$ cat config.mk
export PLATFORM = sky130hd
export DESIGN_NAME = ahb_apb_bridge_ctrl
export DESIGN_NICKNAME = d
export VERILOG_FILES = /design/src/rtl/ahb_apb_bridge_ctrl.sv
export SDC_FILE = /design/constraint.sdc
export NUM_CORES = 1
export LEC_CHECK = 0
export CAP_MARGIN = 0
export CORE_MARGIN = 2
export CORE_UTILIZATION = 30
export CTS_CLUSTER_SIZE = 30
export DETAILED_ROUTE_END_ITERATION = 8
export PLACE_DENSITY_LB_ADDON = 0.08
export SETUP_SLACK_MARGIN = 0.1
export SYNTH_ARGS = -nofsm -noshare
export SYNTH_HDL_FRONTEND = slang
export SYNTH_SLANG_ARGS = --single-unit
export TNS_END_PERCENT = 30
$ cat constraint.sdc
create_clock -name HCLK -period 9.9 [get_ports HCLK]
set_input_delay 1.98 -clock HCLK [delete_from_list [all_inputs] [get_ports HCLK]]
set_output_delay 1.98 -clock HCLK [all_outputs]
set_load 0.03 [all_outputs]
$ cat src/rtl/ahb_apb_bridge_ctrl.sv
// ---------------------------------------------------------------------------
// ahb_apb_bridge_ctrl
//
// AHB-Lite slave to APB master bridge controller for the APB peripheral
// subsystem. Every accepted AHB transfer becomes one two-phase APB transfer
// (SETUP then ACCESS). A single PSEL feeds the subsystem's slot decoder, which
// routes on PADDR[15:12]. The AHB data phase is stretched until PREADY.
// PSLVERR, unmapped slots and ACCESS timeouts all produce the two-cycle AHB
// ERROR response.
//
// Parameters
//   ADDR_W    APB address width; slot index is ADDR[ADDR_W-1 -: 4]
//   NUM_SLOTS slots 0..NUM_SLOTS-1 are mapped; higher slots error, no APB cycle
//   TIMEOUT   max ACCESS cycles with PREADY=0 before abort; 0 disables
//   TO_W      timeout counter width
//
// Ports
//   HCLK       in   system clock
//   HRESET     in   asynchronous reset, active-high
//   HSEL       in   AHB slave select
//   HADDR      in   AHB address (low ADDR_W bits)
//   HTRANS     in   AHB transfer type (only bit 1 matters: NONSEQ/SEQ)
//   HWRITE     in   1 = write
//   HREADY     in   AHB bus ready (muxed)
//   HWDATA     in   AHB write data
//   HRDATA     out  read data, registered
//   HREADYOUT  out  slave ready
//   HRESP      out  1 = ERROR
//   PSEL       out  APB select to slot decoder
//   PENABLE    out  APB enable
//   PWRITE     out  APB direction
//   PADDR      out  APB address
//   PWDATA     out  APB write data
//   PRDATA     in   APB read data (muxed)
//   PREADY     in   APB ready (muxed)
//   PSLVERR    in   APB slave error (muxed)
//
// All outputs are driven straight from registers. The next-state logic
// computes the value each output must hold in the next state, so an output
// changes together with the state register.
// ---------------------------------------------------------------------------
module ahb_apb_bridge_ctrl #(
  parameter int unsigned ADDR_W    = 16,
  parameter int unsigned NUM_SLOTS = 6,
  parameter int unsigned TIMEOUT   = 255,
  parameter int unsigned TO_W      = 8
) (
  input  logic              HCLK,
  input  logic              HRESET,
  input  logic              HSEL,
  input  logic [ADDR_W-1:0] HADDR,
  input  logic [1:0]        HTRANS,
  input  logic              HWRITE,
  input  logic              HREADY,
  input  logic [31:0]       HWDATA,
  output logic [31:0]       HRDATA,
  output logic              HREADYOUT,
  output logic              HRESP,
  output logic              PSEL,
  output logic              PENABLE,
  output logic              PWRITE,
  output logic [ADDR_W-1:0] PADDR,
  output logic [31:0]       PWDATA,
  input  logic [31:0]       PRDATA,
  input  logic              PREADY,
  input  logic              PSLVERR
);

  typedef enum logic [2:0] {
    ST_IDLE   = 3'd0,
    ST_WDATA  = 3'd1,
    ST_SETUP  = 3'd2,
    ST_ACCESS = 3'd3,
    ST_ERR1   = 3'd4,
    ST_ERR2   = 3'd5
  } state_e;

  // Slot limit is held one bit wider than the slot index so that
  // NUM_SLOTS = 16 (every slot mapped) still compares correctly.
  localparam logic [4:0]      SLOT_LIM = 5'(NUM_SLOTS);
  localparam logic [TO_W-1:0] TO_LIM   = TO_W'(TIMEOUT);
  localparam logic            TO_EN    = (TIMEOUT != 32'd0);
  localparam logic [TO_W-1:0] TO_ONE   = TO_W'(1);
  localparam logic [TO_W-1:0] TO_MAX   = {TO_W{1'b1}};

  // True when the slot index of addr has a peripheral behind it.
  function automatic logic slot_mapped(input logic [ADDR_W-1:0] addr);
    logic [4:0] slot;
    slot = {1'b0, addr[ADDR_W-1 -: 4]};
    return (slot < SLOT_LIM);
  endfunction

  state_e            state_q,     state_d;
  logic [31:0]       hrdata_q,    hrdata_d;
  logic              hreadyout_q, hreadyout_d;
  logic              hresp_q,     hresp_d;
  logic              psel_q,      psel_d;
  logic              penable_q,   penable_d;
  logic              pwrite_q,    pwrite_d;
  logic [ADDR_W-1:0] paddr_q,     paddr_d;
  logic [31:0]       pwdata_q,    pwdata_d;
  logic [TO_W-1:0]   to_cnt_q,    to_cnt_d;

  logic              accept_s;
  logic [TO_W-1:0]   to_cnt_inc_s;
  logic              unused_s;

  // HTRANS[0] only separates IDLE from BUSY and NONSEQ from SEQ, which the
  // bridge treats alike.
  assign unused_s = HTRANS[0];

  // Address phase qualifier; only looked at in IDLE and ERR2.
  assign accept_s = HSEL & HTRANS[1] & HREADY;

  // Wait counter increment, saturating so that TIMEOUT = 0 cannot wrap it.
  always_comb begin
    if (to_cnt_q != TO_MAX) begin
      to_cnt_inc_s = to_cnt_q + TO_ONE;
    end else begin
      to_cnt_inc_s = to_cnt_q;
    end
  end

  // Next-state and next-output logic for the bridge sequencer.
  always_comb begin
    state_d     = state_q;
    hrdata_d    = hrdata_q;
    hreadyout_d = hreadyout_q;
    hresp_d     = hresp_q;
    psel_d      = 1'b0;
    penable_d   = 1'b0;
    pwrite_d    = pwrite_q;
    paddr_d     = paddr_q;
    pwdata_d    = pwdata_q;
    to_cnt_d    = to_cnt_q;

    case (state_q)
      // ERR2 is a ready cycle as well, so a new address phase may land here.
      ST_IDLE, ST_ERR2: begin
        if (accept_s) begin
          paddr_d  = HADDR;
          pwrite_d = HWRITE;
          if (!slot_mapped(HADDR)) begin
            state_d     = ST_ERR1;
            hreadyout_d = 1'b0;
            hresp_d     = 1'b1;
          end else if (HWRITE) begin
            state_d     = ST_WDATA;
            hreadyout_d = 1'b0;
            hresp_d     = 1'b0;
          end else begin
            state_d     = ST_SETUP;
            hreadyout_d = 1'b0;
            hresp_d     = 1'b0;
            psel_d      = 1'b1;
          end
        end else begin
          state_d     = ST_IDLE;
          hreadyout_d = 1'b1;
          hresp_d     = 1'b0;
        end
      end

      // HWDATA is valid only in the AHB data phase, one cycle after accept.
      ST_WDATA: begin
        pwdata_d    = HWDATA;
        state_d     = ST_SETUP;
        hreadyout_d = 1'b0;
        hresp_d     = 1'b0;
        psel_d      = 1'b1;
      end

      ST_SETUP: begin
        state_d     = ST_ACCESS;
        hreadyout_d = 1'b0;
        hresp_d     = 1'b0;
        psel_d      = 1'b1;
        penable_d   = 1'b1;
        to_cnt_d    = '0;
      end

      ST_ACCESS: begin
        if (PREADY) begin
          if (PSLVERR) begin
            state_d     = ST_ERR1;
            hreadyout_d = 1'b0;
            hresp_d     = 1'b1;
          end else begin
            state_d     = ST_IDLE;
            hreadyout_d = 1'b1;
            hresp_d     = 1'b0;
            if (!pwrite_q) begin
              hrdata_d = PRDATA;
            end else begin
              hrdata_d = hrdata_q;
            end
          end
        end else if (TO_EN && (to_cnt_inc_s == TO_LIM)) begin
          // Abort: PSEL/PENABLE drop with the move to ERR1.
          state_d     = ST_ERR1;
          hreadyout_d = 1'b0;
          hresp_d     = 1'b1;
          to_cnt_d    = to_cnt_inc_s;
        end else begin
          state_d     = ST_ACCESS;
          hreadyout_d = 1'b0;
          hresp_d     = 1'b0;
          psel_d      = 1'b1;
          penable_d   = 1'b1;
          to_cnt_d    = to_cnt_inc_s;
        end
      end

      // First ERROR cycle holds HREADYOUT low; the second releases it.
      ST_ERR1: begin
        state_d     = ST_ERR2;
        hreadyout_d = 1'b1;
        hresp_d     = 1'b1;
      end

      default: begin
        state_d     = ST_IDLE;
        hreadyout_d = 1'b1;
        hresp_d     = 1'b0;
      end
    endcase
  end

  // State and output registers; reset drops the APB strobes immediately.
  always_ff @(posedge HCLK or posedge HRESET) begin
    if (HRESET) begin
      state_q     <= ST_IDLE;
      hrdata_q    <= 32'h0000_0000;
      hreadyout_q <= 1'b1;
      hresp_q     <= 1'b0;
      psel_q      <= 1'b0;
      penable_q   <= 1'b0;
      pwrite_q    <= 1'b0;
      paddr_q     <= '0;
      pwdata_q    <= 32'h0000_0000;
      to_cnt_q    <= '0;
    end else begin
      state_q     <= state_d;
      hrdata_q    <= hrdata_d;
      hreadyout_q <= hreadyout_d;
      hresp_q     <= hresp_d;
      psel_q      <= psel_d;
      penable_q   <= penable_d;
      pwrite_q    <= pwrite_d;
      paddr_q     <= paddr_d;
      pwdata_q    <= pwdata_d;
      to_cnt_q    <= to_cnt_d;
    end
  end

  assign HRDATA    = hrdata_q;
  assign HREADYOUT = hreadyout_q;
  assign HRESP     = hresp_q;
  assign PSEL      = psel_q;
  assign PENABLE   = penable_q;
  assign PWRITE    = pwrite_q;
  assign PADDR     = paddr_q;
  assign PWDATA    = pwdata_q;

endmodule

=== After elaboration in Yosys (flattened, before gate mapping) ===
Cells that the tools add are included.

* Register bits after elaboration: 96
* Output and inout bits: 85
* Logic and storage cells: 58

* $add $sub $neg: 1
* $lt $le $gt $ge: 1
* Equality and inequality tests: 8
* Multiplexer cells: 27
* Bitwise operators: 4
* Reductions and logical operators: 7

{| class="wikitable"
|+ Operator list
! cell !! count
|-
| $mux W8 || 2
|-
| $pmux W8 S2 || 1
|-
| $mux W3 || 5
|-
| $pmux W3 S5 || 1
|-
| $mux W1 || 13
|-
| $pmux W1 S3 || 3
|-
| $add A8 B1 Y8 const B || 1
|-
| $eq A8 B8 Y1 const B || 1
|-
| $ne A8 B8 Y1 const B || 1
|-
| $eq A3 B2 Y1 const B || 2
|-
| $eq A3 B3 Y1 const B || 2
|-
| $lt A4 B3 Y1 const B || 1
|-
| $reduce_and A2 Y1 || 2
|-
| $reduce_and A4 Y1 || 1
|-
| $reduce_or A2 Y1 || 2
|-
| $eq A3 B1 Y1 const B || 1
|-
| $logic_not A3 Y1 || 1
|-
| $and A1 B1 Y1 || 2
|-
| $mux W2 || 1
|-
| $ne A2 B2 Y1 const B || 1
|-
| $not A1 Y1 || 2
|-
| $pmux W1 S2 || 1
|-
| $reduce_bool A2 Y1 || 1
|}

=== Longest topological paths before layout ===
Gate-level depths: netlist of the first run.

* Depth in word-level cells: 6
* Gate-level depth with buffers: 7
* Depth with buffers taken out: 6

=== Worst setup path after synthesis of the first run ===
Ideal clock, no wire load.

* Path kind: input-to-reg
* Start: in PSLVERR
* End: reg hrdata_q[8], in the netlist HRDATA[8]
* Arrival: 3.171 ns
* Data required time: 9.772 ns
* Setup slack: 6.601 ns
* Stages on the path: 4
* Path through: or4_1 -> clkbuf_1 -> buf_1 -> mux2_1

* Word-level cells in the longest chain between the ends: 2

{| class="wikitable"
|+ RTL lines
! what !! RTL line !! RTL
|-
| start, declared || 66 || <nowiki>input logic PSLVERR</nowiki>
|-
| $not A1 Y1 (no source line) || -- ||
|-
| $reduce_and A4 Y1 (no source line) || -- ||
|-
| end signal, assigned || 244 || <nowiki>hrdata_q <= hrdata_d;</nowiki>
|-
| end, declared || 94 || <nowiki>logic [31:0] hrdata_q, hrdata_d;</nowiki>
|}

No other way between the ends.
A chain may end at the register's enable or synchronous reset.

=== Final worst setup path of the first run ===
* Start: reg hreadyout_q, in the netlist HREADYOUT
* End: out HREADYOUT

{| class="wikitable"
|+ RTL lines
! what !! RTL line !! RTL
|-
| start, declared || 95 || <nowiki>logic hreadyout_q, hreadyout_d;</nowiki>
|-
| start signal, assigned || 245 || <nowiki>hreadyout_q <= hreadyout_d;</nowiki>
|-
| end, declared || 57 || <nowiki>output logic HREADYOUT,</nowiki>
|}

No word-level cell between the ends.

==> metrics.md, run 1 <==
| Metric | Value |
|---|---|
| Max incr delay on CP | `0.67 ns` |
| EDFF count, synth | `0` |
| Maximum VDD drop | `~0.15 mV` |
| Power density over the cells | `between 300 and 400 nW/um^2` |
| WP data arrival | `approximately 1.5 ns` |
| Most frequent cells in the layout | `172 x clkdlybuf4s50_1, 95 x dfrtp_1, 80 x mux2_2, 13 x nand2_1` |
| Fin crit period | `between 3 and 4 ns` |
| Placed cell area | `slightly below 6000 sq um` |
| Final period utilization | `0.355` |
| Ant diodes | `0` |
| Worst Path Max Fanout | `1` |
| CP Buf/Inv Count | `1` |
| Largest net degree at the start of global routing | `67` |
| # Max-Cap Violations | `0` |
| Post-DRT Antenna Nets | `0` |
| Die area | `between 10,000 and 15,000 sq um` |
| Ports | `~170` |
| RD Place Congestion | `approximately 0.86` |
| Area Growth Syn to Fin | `56.9%` |
| Total nets after synthesis | `approximately 370` |
| Die Y | `roughly 120 um` |
| Fmax achieved | `~0.28 GHz` |
| Fraction of registers with async set/reset | `1.00` |
| Fin. max-slew vios | `0` |
| Hold WS | `0.499 ns` |
| Skew final | `0.00738 ns` |
| Worst path required time | `roughly 7.9 ns` |
| Initial antenna violation count | `0` |
| Master of the slowest instance on the critical path | `clkdlybuf4s50_1` |
| Sink Count | `96` |
| CTS tree | `yes` |
| Cells after synthesis | `281` |
| CTS resizes | `0` |
| Core Area | `12,700 sq um` |
| Via count | `just under 3,000` |
| Global-route wire length before repair | `between 15 and 20 mm` |
| Clock root buffer | `clkbuf_16` |
| CP Cell Sequence | `clkdlybuf4s50_1` |
| Pleak | `2.51 nW` |
| Seq/Total Area, Yosys | `0.615` |
| Drt wl/cell | `~15 um` |
| Slew @ Worst Pin | `roughly 0.86 ns` |
| Gr usage total | `0.144` |
| Synth warn | `0` |
| Setup WS post-layout | `~6.4 ns` |
| Synthesis-stage register bit count | `96` |
| Commonest non-fill, non-tap cell in the layout | `clkdlybuf4s50_1` |
| Setup CP Type | `reg2out` |
| Die span in x | `118 um` |
| Total grt overflow | `0` |
| Ratio of cells with drive above 1 in the final layout | `0.240` |
| Synth unique cells | `between 40 and 50` |
| Critical Path Start Type | `flip-flop` |
| Design area | `around 6000 sq um` |
| Routed WL | `9.72 mm` |
| Mapped cell area | `3910 sq um` |
| Iteration-0 DRC Markers | `just over 80` |
| Residual DRC count | `0` |
| Fin. Hold Viols | `0` |
| Run status | `completed` |
| Syn_area_per_cell | `13.9 sq um` |
| Worst hold path class | `reg2reg` |
| Vias per cell | `between 4 and 5` |
| H-tree depth | `3` |
| Reg clk slew, reported paths | `about 0.070 ns` |
| DPL Wire Length | `6.86 mm` |
| Post-route core utilization | `0.484` |
| Num CTS Buffers | `9` |
| Final #Nets | `544` |
| Clk buf depth | `2` |
| CTS Hold Bufs | `0` |
| Vias in the first global route | `roughly 3,000` |
| FILL cells | `about 1,200` |
| CP Capture Type | `output pin` |
| Clock Latency Late Sink | `about 0.34 ns` |
| Top FF cell, synth | `dfrtp_1` |
| Cell Rows | `41` |
| Starting Density | `0.309` |
| Family with the most delay on the worst path | `buffers and inverters` |
| Max-slew headroom | `0.429` |
| Pre-antenna DRT Iters | `4` |
| RSZ-0062 raised after global routing | `false` |
| Port buffer count | `approximately 170` |
| Postcts setup bufs | `0` |
| Setup WS pre-CTS | `between 6 and 7 ns` |
| Setup_tns | `0 ns` |
| Final setup viols | `0` |
[logic make-up after synthesis]
group	share of synthesized area
flops	0.615
mux	0.236
simple gates	0.0611
compound gates	0.0640
buf+inv	0.0170
xor+xnor	0.00448
fa+ha+maj	0.00320
[state kept, by name (all words and copies together), names as in the netlist]
signal,flops
PADDR,16
PWRITE,1
state_q,3
HREADYOUT,1
PSEL,1
PENABLE,1
HRDATA,32
to_cnt_q,8
PWDATA,32
HRESP,1
[final timing paths]
check	startpoint	to	cells past startpoint	slack [ns]
setup reg to reg	to_cnt_q[0]$_DFFE_PP0P_	PSEL$_DFF_PP0_	6	7.76
setup / recovery	HREADYOUT$_DFF_PP1_	HREADYOUT	1	6.39
hold / removal	HRDATA[8]$_DFFE_PP0P_	HRDATA[8]$_DFFE_PP0P_	1	0.50
min in group asynchronous	HRESET	HRDATA[20]$_DFFE_PP0P_	2	1.97
max in group asynchronous	HRESET	PWDATA[8]$_DFFE_PP0P_	3	6.73
hold reg to reg	HRDATA[8]$_DFFE_PP0P_	HRDATA[8]$_DFFE_PP0P_	1	0.50
[synth_stat cells (2+ instances only)]
cell | n | area [sq um]
and3_1 | 2 | 12.5
buf_1 | 3 | 11.3
o21ai_0 | 8 | 40.0
nor2_1 | 10 | 37.5
a31oi_1 | 5 | 31.3
buf_2 | 2 | 10.0
inv_1 | 3 | 11.3
nor3_1 | 2 | 10.0
o41ai_1 | 2 | 17.5
nand3_1 | 6 | 30.0
mux2_2 | 80 | 901
a21oi_1 | 8 | 40.0
dfrtp_1 | 95 | 2380
clkbuf_1 | 9 | 33.8
a32o_1 | 2 | 20.0
a221oi_1 | 2 | 17.5
nand2b_1 | 3 | 18.8
nand2_1 | 13 | 48.8
a221o_2 | 2 | 22.5
[report_power, final]
group          switching (mW)  internal (mW)
Combinational           0.564          0.508
Clock                   0.157          0.198
Sequential              0.102          0.577
Total                   0.824           1.28
[through the flow]
stage	total power [mW]	instances
2_1_floorplan	1.31	281
3_3_place_gp	1.76	615
3_5_place_dp	1.77	615
4_1_cts	2.14	631
5_1_grt	2.22	631
6_report	2.11	631
[routing by layer]
layer	part of all wire	wire length, um	vias to the layer above	GRT usage
li1	-	-	1356	-
met1	0.41	4010	1435	0.170
met2	0.46	4480	119	0.222
met3	0.11	1060	12	0.0724
met4	0.017	167	0	0.0602
met5	0	0	-	0
[final cells by class]
type / instances / area [sq um] / share of cell area
Clock buffer: 9 / 225 / 0.0367
Multi-Input combinational cell: 168 / 1450 / 0.236
Tap cell: 172 / 215 / 0.0351
Sequential cell: 96 / 2400 / 0.392
Timing Repair Buffer: 176 / 1750 / 0.285
Inverter: 3 / 13.8 / 0.00224
Clock inverter: 7 / 77.6 / 0.0126
(Power assumes the default switching activity.)
==> run 2: changes to the inputs <==
==> constraint.sdc (replaced) <==
create_clock -name HCLK -period 3.47 [get_ports HCLK]
set_input_delay 0.694 -clock HCLK [delete_from_list [all_inputs] [get_ports HCLK]]
set_output_delay 0.694 -clock HCLK [all_outputs]
set_load 0.03 [all_outputs]
==> metrics.md, run 2 (synthesis results as in run 1) <==
| Metric | Value |
|---|---|
| Seq pwr share | `0.314 (-0.008)` |
| Die Y | `118 um (unchanged)` |
| Critical Path Start Type | `flip-flop` |
| Num CTS Buffers | `9 (unchanged)` |
| Post-DRT Antenna Nets | `0 (unchanged)` |
| Residual DRC count | `0 (unchanged)` |
| CTS resizes | `0 (unchanged)` |
| Pleak | `2.55 nW (+1.8%)` |
| Port buffer count | `172 (unchanged)` |
| Pre-antenna DRT Iters | `4 (unchanged)` |
| Die span in x | `118 um (unchanged)` |
| CTS Hold Bufs | `0 (unchanged)` |
| Clock root buffer | `clkbuf_16` |
| Fmax achieved | `0.445 GHz` |
| Fin crit period | `around 2.2 ns` |
| Area Growth Syn to Fin | `58.9%` |
| Worst hold path class | `reg2reg` |
| Vias in the first global route | `2,962 (-1.7%)` |
| Sw Share | `0.380 (-0.0115)` |
| Ratio of cells with drive above 1 in the final layout | `0.241 (+0.00113)` |
| Gr usage total | `0.142 (-0.00245)` |
| Sink Count | `96 (unchanged)` |
| Most frequent cells in the layout | `172 x clkdlybuf4s50_1, 95 x dfrtp_1, 80 x mux2_2, 13 x nand2_1` |
| Reg clk slew, reported paths | `0.07 ns (about the same)` |
| Vias per cell | `4.61 (-0.55%)` |
| Die area | `14,000 sq um (unchanged)` |
| CTS tree | `yes` |
| Ports | `174 (unchanged)` |
| Dpl cells | `617 (+0.33%)` |
| Starting Density | `0.309 (unchanged)` |
| Share of total power in the clock network | `0.189 (+0.020)` |
| Setup_tns | `0 ns (unchanged)` |
| CP Capture Type | `flip-flop` |
| Power density over the cells | `996 nW/um^2 (+190%)` |
| # Max-Cap Violations | `0 (unchanged)` |
| Skew final | `0.0122 ns (+0.00487 ns)` |
| Max incr delay on CP | `0.45 ns (-0.22 ns)` |
| Global-route wire length before repair | `15.4 mm (-2.1%)` |
| Maximum VDD drop | `0.474 mV (+220%)` |
| Master of the slowest instance on the critical path | `or3_1` |
| Drt wl/cell | `15.4 um (-0.17%)` |
| Iteration-0 DRC Markers | `79 (-3.7%)` |
| Logic pwr share | `0.497 (-0.012)` |
| Worst path required time | `3.68 ns (-4.24 ns)` |
| Run status | `completed` |
| Total grt overflow | `0 (unchanged)` |
| Slew @ Worst Pin | `0.627 ns (-0.230 ns)` |
| Cell-internal power | `3.84 mW (+200%)` |
| FILL cells | `1,190 (+0.17%)` |
| Fin. Hold Viols | `0 (unchanged)` |
| Final std cells w/o fill | `633 (+0.32%)` |
| Ant diodes | `0 (unchanged)` |
| H-tree depth | `3 (unchanged)` |
| Worst Path Max Fanout | `7 (+6)` |
| RD Place Congestion | `0.882 (+2.3%)` |
| Clock Latency Late Sink | `0.35 ns (about the same)` |
| Routed WL | `9.73 mm (+0.14%)` |
| Sw Pwr | `2.35 mW (+190%)` |
| Via count | `2,915 (-0.24%)` |
| CP Cell Sequence | `ha_1 > nand2_1 > or3_1 > mux2i_1 > nand4_2 > o41ai_1` |
| Final #Nets | `546 (+0.37%)` |
| Clk buf depth | `2 (unchanged)` |
| Commonest non-fill, non-tap cell in the layout | `clkdlybuf4s50_1` |
| RSZ-0062 raised after global routing | `false` |
| Final setup viols | `0 (unchanged)` |
| DPL Wire Length | `7.01 mm (+2.2%)` |
| Max-slew headroom | `0.582 (+0.153)` |
| Core Area | `12,700 sq um (unchanged)` |
| Fin. max-slew vios | `0 (unchanged)` |
| Final period utilization | `0.648` |
| Initial antenna violation count | `0 (unchanged)` |
| WP data arrival | `2.46 ns (+0.93 ns)` |
| Largest net degree at the start of global routing | `50 (-25%)` |
| Pwr Total | `6.19 mW (+190%)` |
| Setup CP Type | `reg2reg` |
| Cell Rows | `41 (unchanged)` |
| Postcts setup bufs | `0 (unchanged)` |
==> run 2: critical path: cells and delay by family, from the launching register on <==
kind	cells	cell delay [ns]
adders and majority gates	1	0.28
and+or+nand+nor	3	0.76
DFF	1	0.44
AOI/OAI and AO/OA	1	0.41
muxes	1	0.23
==> run 2: power by group through the flow <==
stage	combinational (mW)	clock, mW	sequential [mW]
after floorplan	0.834	0	2.90
after global placement	3.10	0	1.93
after detailed placement	3.11	0	1.95
after CTS	3.12	1.21	1.95
after global routing	3.24	1.25	2.02
final	3.08	1.17	1.94
==> run 2: per-layer routing <==
metal | track usage | vias to the layer above | wire [um]
li1 | - | 1364 | -
met1 | 0.163 | 1427 | 3940
met2 | 0.224 | 112 | 4650
met3 | 0.0690 | 12 | 983
met4 | 0.0602 | 0 | 155
met5 | 0 | - | 0
==> run 2: layout make-up <==
| class | instances | area (sq um) | share of cell area |
|---|---|---|---|
| Timing Repair Buffer | 178 | 1780 | 0.286 |
| Tap cell | 172 | 215 | 0.0346 |
| Multi-Input combinational cell | 168 | 1450 | 0.233 |
| Clock buffer | 11 | 243 | 0.0391 |
| Inverter | 3 | 13.8 | 0.00222 |
| Sequential cell | 96 | 2400 | 0.387 |
| Clock inverter | 5 | 110 | 0.0177 |
==> run 2: path summary, 6_finish.rpt <==
path                                                 to                     from  slack (ns)  depth (start not counted)
worst max register to register          HRESP$_DFF_PP0_  to_cnt_q[0]$_DFFE_PP0P_        1.22                          6
worst min-delay path              HRDATA[8]$_DFFE_PP0P_    HRDATA[8]$_DFFE_PP0P_        0.50                          1
worst min register to register    HRDATA[8]$_DFFE_PP0P_    HRDATA[8]$_DFFE_PP0P_        0.50                          1
max in group asynchronous       to_cnt_q[7]$_DFFE_PP0P_                   HRESET        1.97                          3
worst max-delay path                    HRESP$_DFF_PP0_  to_cnt_q[0]$_DFFE_PP0P_        1.22                          6
min in group asynchronous        HRDATA[28]$_DFFE_PP0P_                   HRESET        0.79                          2
==> run 2: metrics by stage <==
stage                     setup slack, ns  cell area (sq um)  hold WS, ns  utilization
after floorplan                     0.272               3910        0.519            -
after global placement              0.987               5860        0.478        0.463
after detailed placement            0.945               5860        0.484        0.463
after CTS                            1.23               6210        0.499        0.490
after global routing                 1.05               6210        0.511        0.490
final                                1.22               6210        0.495        0.490
==> run 3: changes to the inputs <==
==> constraint.sdc (replaced) <==
create_clock -name HCLK -period 2.2 [get_ports HCLK]
set_input_delay 0.44 -clock HCLK [delete_from_list [all_inputs] [get_ports HCLK]]
set_output_delay 0.44 -clock HCLK [all_outputs]
set_load 0.03 [all_outputs]
==> metrics.md, run 3 (synthesis results as in run 1) <==
| Metric | Value |
|---|---|
| RD Place Congestion | `0.855 (-3.1%)` |
| Most frequent cells in the layout | `172 x clkdlybuf4s50_1, 95 x dfrtp_1, 80 x mux2_2, 15 x buf_4, 13 x nand2_1` |
| Ports | `174 (unchanged)` |
| Skew final | `0.00729 ns (-0.00496 ns)` |
| Initial antenna violation count | `0 (unchanged)` |
| Final #Nets | `558 (+2.2%)` |
| Fin crit period | `1.98 ns (-0.265 ns)` |
| Worst hold path class | `in2async` |
| RSZ-0062 raised after global routing | `false` |
| Clock root buffer | `clkbuf_16` |
| Largest net degree at the start of global routing | `33 (-34%)` |
| Clock Latency Late Sink | `0.35 ns (about the same)` |
| Vias in the first global route | `3,123 (+5.4%)` |
| Fin. max-slew vios | `0 (unchanged)` |
| Fin. Hold Viols | `0 (unchanged)` |
| Worst Path Max Fanout | `6 (-1)` |
| Die span in x | `118 um (unchanged)` |
| Final period utilization | `0.901 (+0.253)` |
| Pwr Total | `9.71 mW (+57%)` |
| Pleak | `2.60 nW (+2.0%)` |
| Port buffer count | `172 (unchanged)` |
| Fmax achieved | `0.504 GHz (+13%)` |
| Area Growth Syn to Fin | `61.7%` |
| Cell Rows | `41 (unchanged)` |
| Iteration-0 DRC Markers | `81 (+2.5%)` |
| Critical R2R Launch | `to_cnt_q[1]$_DFFE_PP0P_` |
| CP Cell Sequence | `ha_4 > nand2_1 > or3_1 > mux2i_1 > nand4_2 > a221o_2` |
| Max-slew headroom | `0.670 (+0.0876)` |
| FILL cells | `1,179 (-0.92%)` |
| CP Capture Type | `flip-flop` |
| Max incr delay on CP | `0.41 ns (-0.04 ns)` |
| Power density over the cells | `1530 nW/um^2 (+54%)` |
| Slew @ Worst Pin | `0.496 ns (-0.131 ns)` |
| H-tree depth | `3 (unchanged)` |
| CTS Hold Bufs | `0 (unchanged)` |
| Global-route wire length before repair | `16.4 mm (+5.9%)` |
| Setup CP Type | `reg2reg` |
| Final setup viols | `0 (unchanged)` |
| R2R Setup Slk | `0.22 ns (-1.00 ns)` |
| Total grt overflow | `0 (unchanged)` |
| Reg clk slew, reported paths | `0.07 ns (about the same)` |
| DPL Wire Length | `7.36 mm (+5.0%)` |
| Clk buf depth | `2 (unchanged)` |
| Sink Count | `96 (unchanged)` |
| Die area | `14,000 sq um (unchanged)` |
| Maximum VDD drop | `0.738 mV (+56%)` |
| WP data arrival | `2.22 ns (-0.24 ns)` |
| Run status | `completed` |
| Num CTS Buffers | `9 (unchanged)` |
| Drt wl/cell | `15.4 um (+0.18%)` |
| Die Y | `118 um (unchanged)` |
| Post-DRT Antenna Nets | `0 (unchanged)` |
| Residual DRC count | `0 (unchanged)` |
| Core Area | `12,700 sq um (unchanged)` |
| Routed WL | `9.94 mm (+2.1%)` |
| Master of the slowest instance on the critical path | `dfrtp_1` |
| Starting Density | `0.309 (unchanged)` |
| Gr usage total | `0.150 (+0.00817)` |
| CP Buf/Inv Count | `0 (unchanged)` |
| Setup_tns | `0 ns (unchanged)` |
| Ant diodes | `0 (unchanged)` |
| CTS tree | `yes` |
| Vias per cell | `4.56 (-1.1%)` |
| Worst setup path startpoint | `to_cnt_q[1]$_DFFE_PP0P_` |
| Final std cells w/o fill | `645 (+1.9%)` |
| Worst path required time | `2.44 ns (-1.24 ns)` |
| Pre-antenna DRT Iters | `4 (unchanged)` |
| Family with the most delay on the worst path | `simple AND/OR/NAND/NOR gates` |
| Via count | `2,939 (+0.82%)` |
| Critical Path Start Type | `flip-flop` |
| # Max-Cap Violations | `0 (unchanged)` |
| Dpl cells | `628 (+1.8%)` |
| Commonest non-fill, non-tap cell in the layout | `clkdlybuf4s50_1` |
| Ratio of cells with drive above 1 in the final layout | `0.268 (+0.0277)` |
run 3: changes by cell type in the layout (fill, tap and decap cells not counted), sizes merged:
cell / previous run / this run
buf: 6 / 18
clkinv: 0 / 1
bufinv: 3 / 1
inv: 5 / 4
clkinvlp: 0 / 2
run 3: per-stage QoR:
step                      hold slack, ns  cell area, sq um   util  setup WS (ns)
after floorplan                    0.519              3920      -          0.264
after global placement             0.477              5970  0.472          0.104
after detailed placement           0.492              5970  0.472         0.0904
after CTS                          0.445              6300  0.497          0.138
after global routing               0.472              6320  0.499         0.0918
final                              0.436              6320  0.499          0.217
run 3: metal layers:
metal  up-vias  routed length (um)  track usage
li1       1389                   -            -
met1      1420                4040        0.176
met2       118                4580        0.233
met3        12                1110       0.0714
met4         0                 204       0.0655
met5         -                   0            0
run 3: worst reg2reg max path, stage by stage (launching register included):
cell and delay [ns]:
dfrtp_1 0.41, ha_4 0.17, nand2_1 0.08, or3_1 0.40, mux2i_1 0.20, nand4_2 0.22, a221o_2 0.40
run 3: timing repair:
item / in CTS / in global routing
pin swaps: 0 / 1
setup endpoints to repair: 1 / 5
resized for setup: 1 / 3
buffers inserted: 0 / 1
run 3: worst paths after layout:
path | endpoint | cells past startpoint
min in group HCLK | HRDATA[8]$_DFFE_PP0P_ | 1
hold reg to reg | HRDATA[8]$_DFFE_PP0P_ | 1
max in group asynchronous | HRDATA[20]$_DFFE_PP0P_ | 3
setup / recovery | PSEL$_DFF_PP0_ | 6
setup reg to reg | PSEL$_DFF_PP0_ | 6
hold / removal | to_cnt_q[7]$_DFFE_PP0P_ | 2
run 3: power breakdown:
part	total [mW]	internal (mW)	switching [mW]
Clock	1.66	0.954	0.702
Combinational	5.06	2.40	2.66
Sequential	2.99	2.60	0.390
Total	9.71	5.95	3.75
run 3: layout make-up:
| class | count | area (sq um) | share of cell area |
|---|---|---|---|
| multi-input combinational | 168 | 1480 | 0.234 |
| clock inverter | 5 | 62.6 | 0.00989 |
| timing repair buffer | 190 | 1890 | 0.300 |
| sequential | 96 | 2400 | 0.380 |
| clock buffer | 11 | 253 | 0.0400 |
| tap | 172 | 215 | 0.0340 |
| inverter | 3 | 15.0 | 0.00237 |
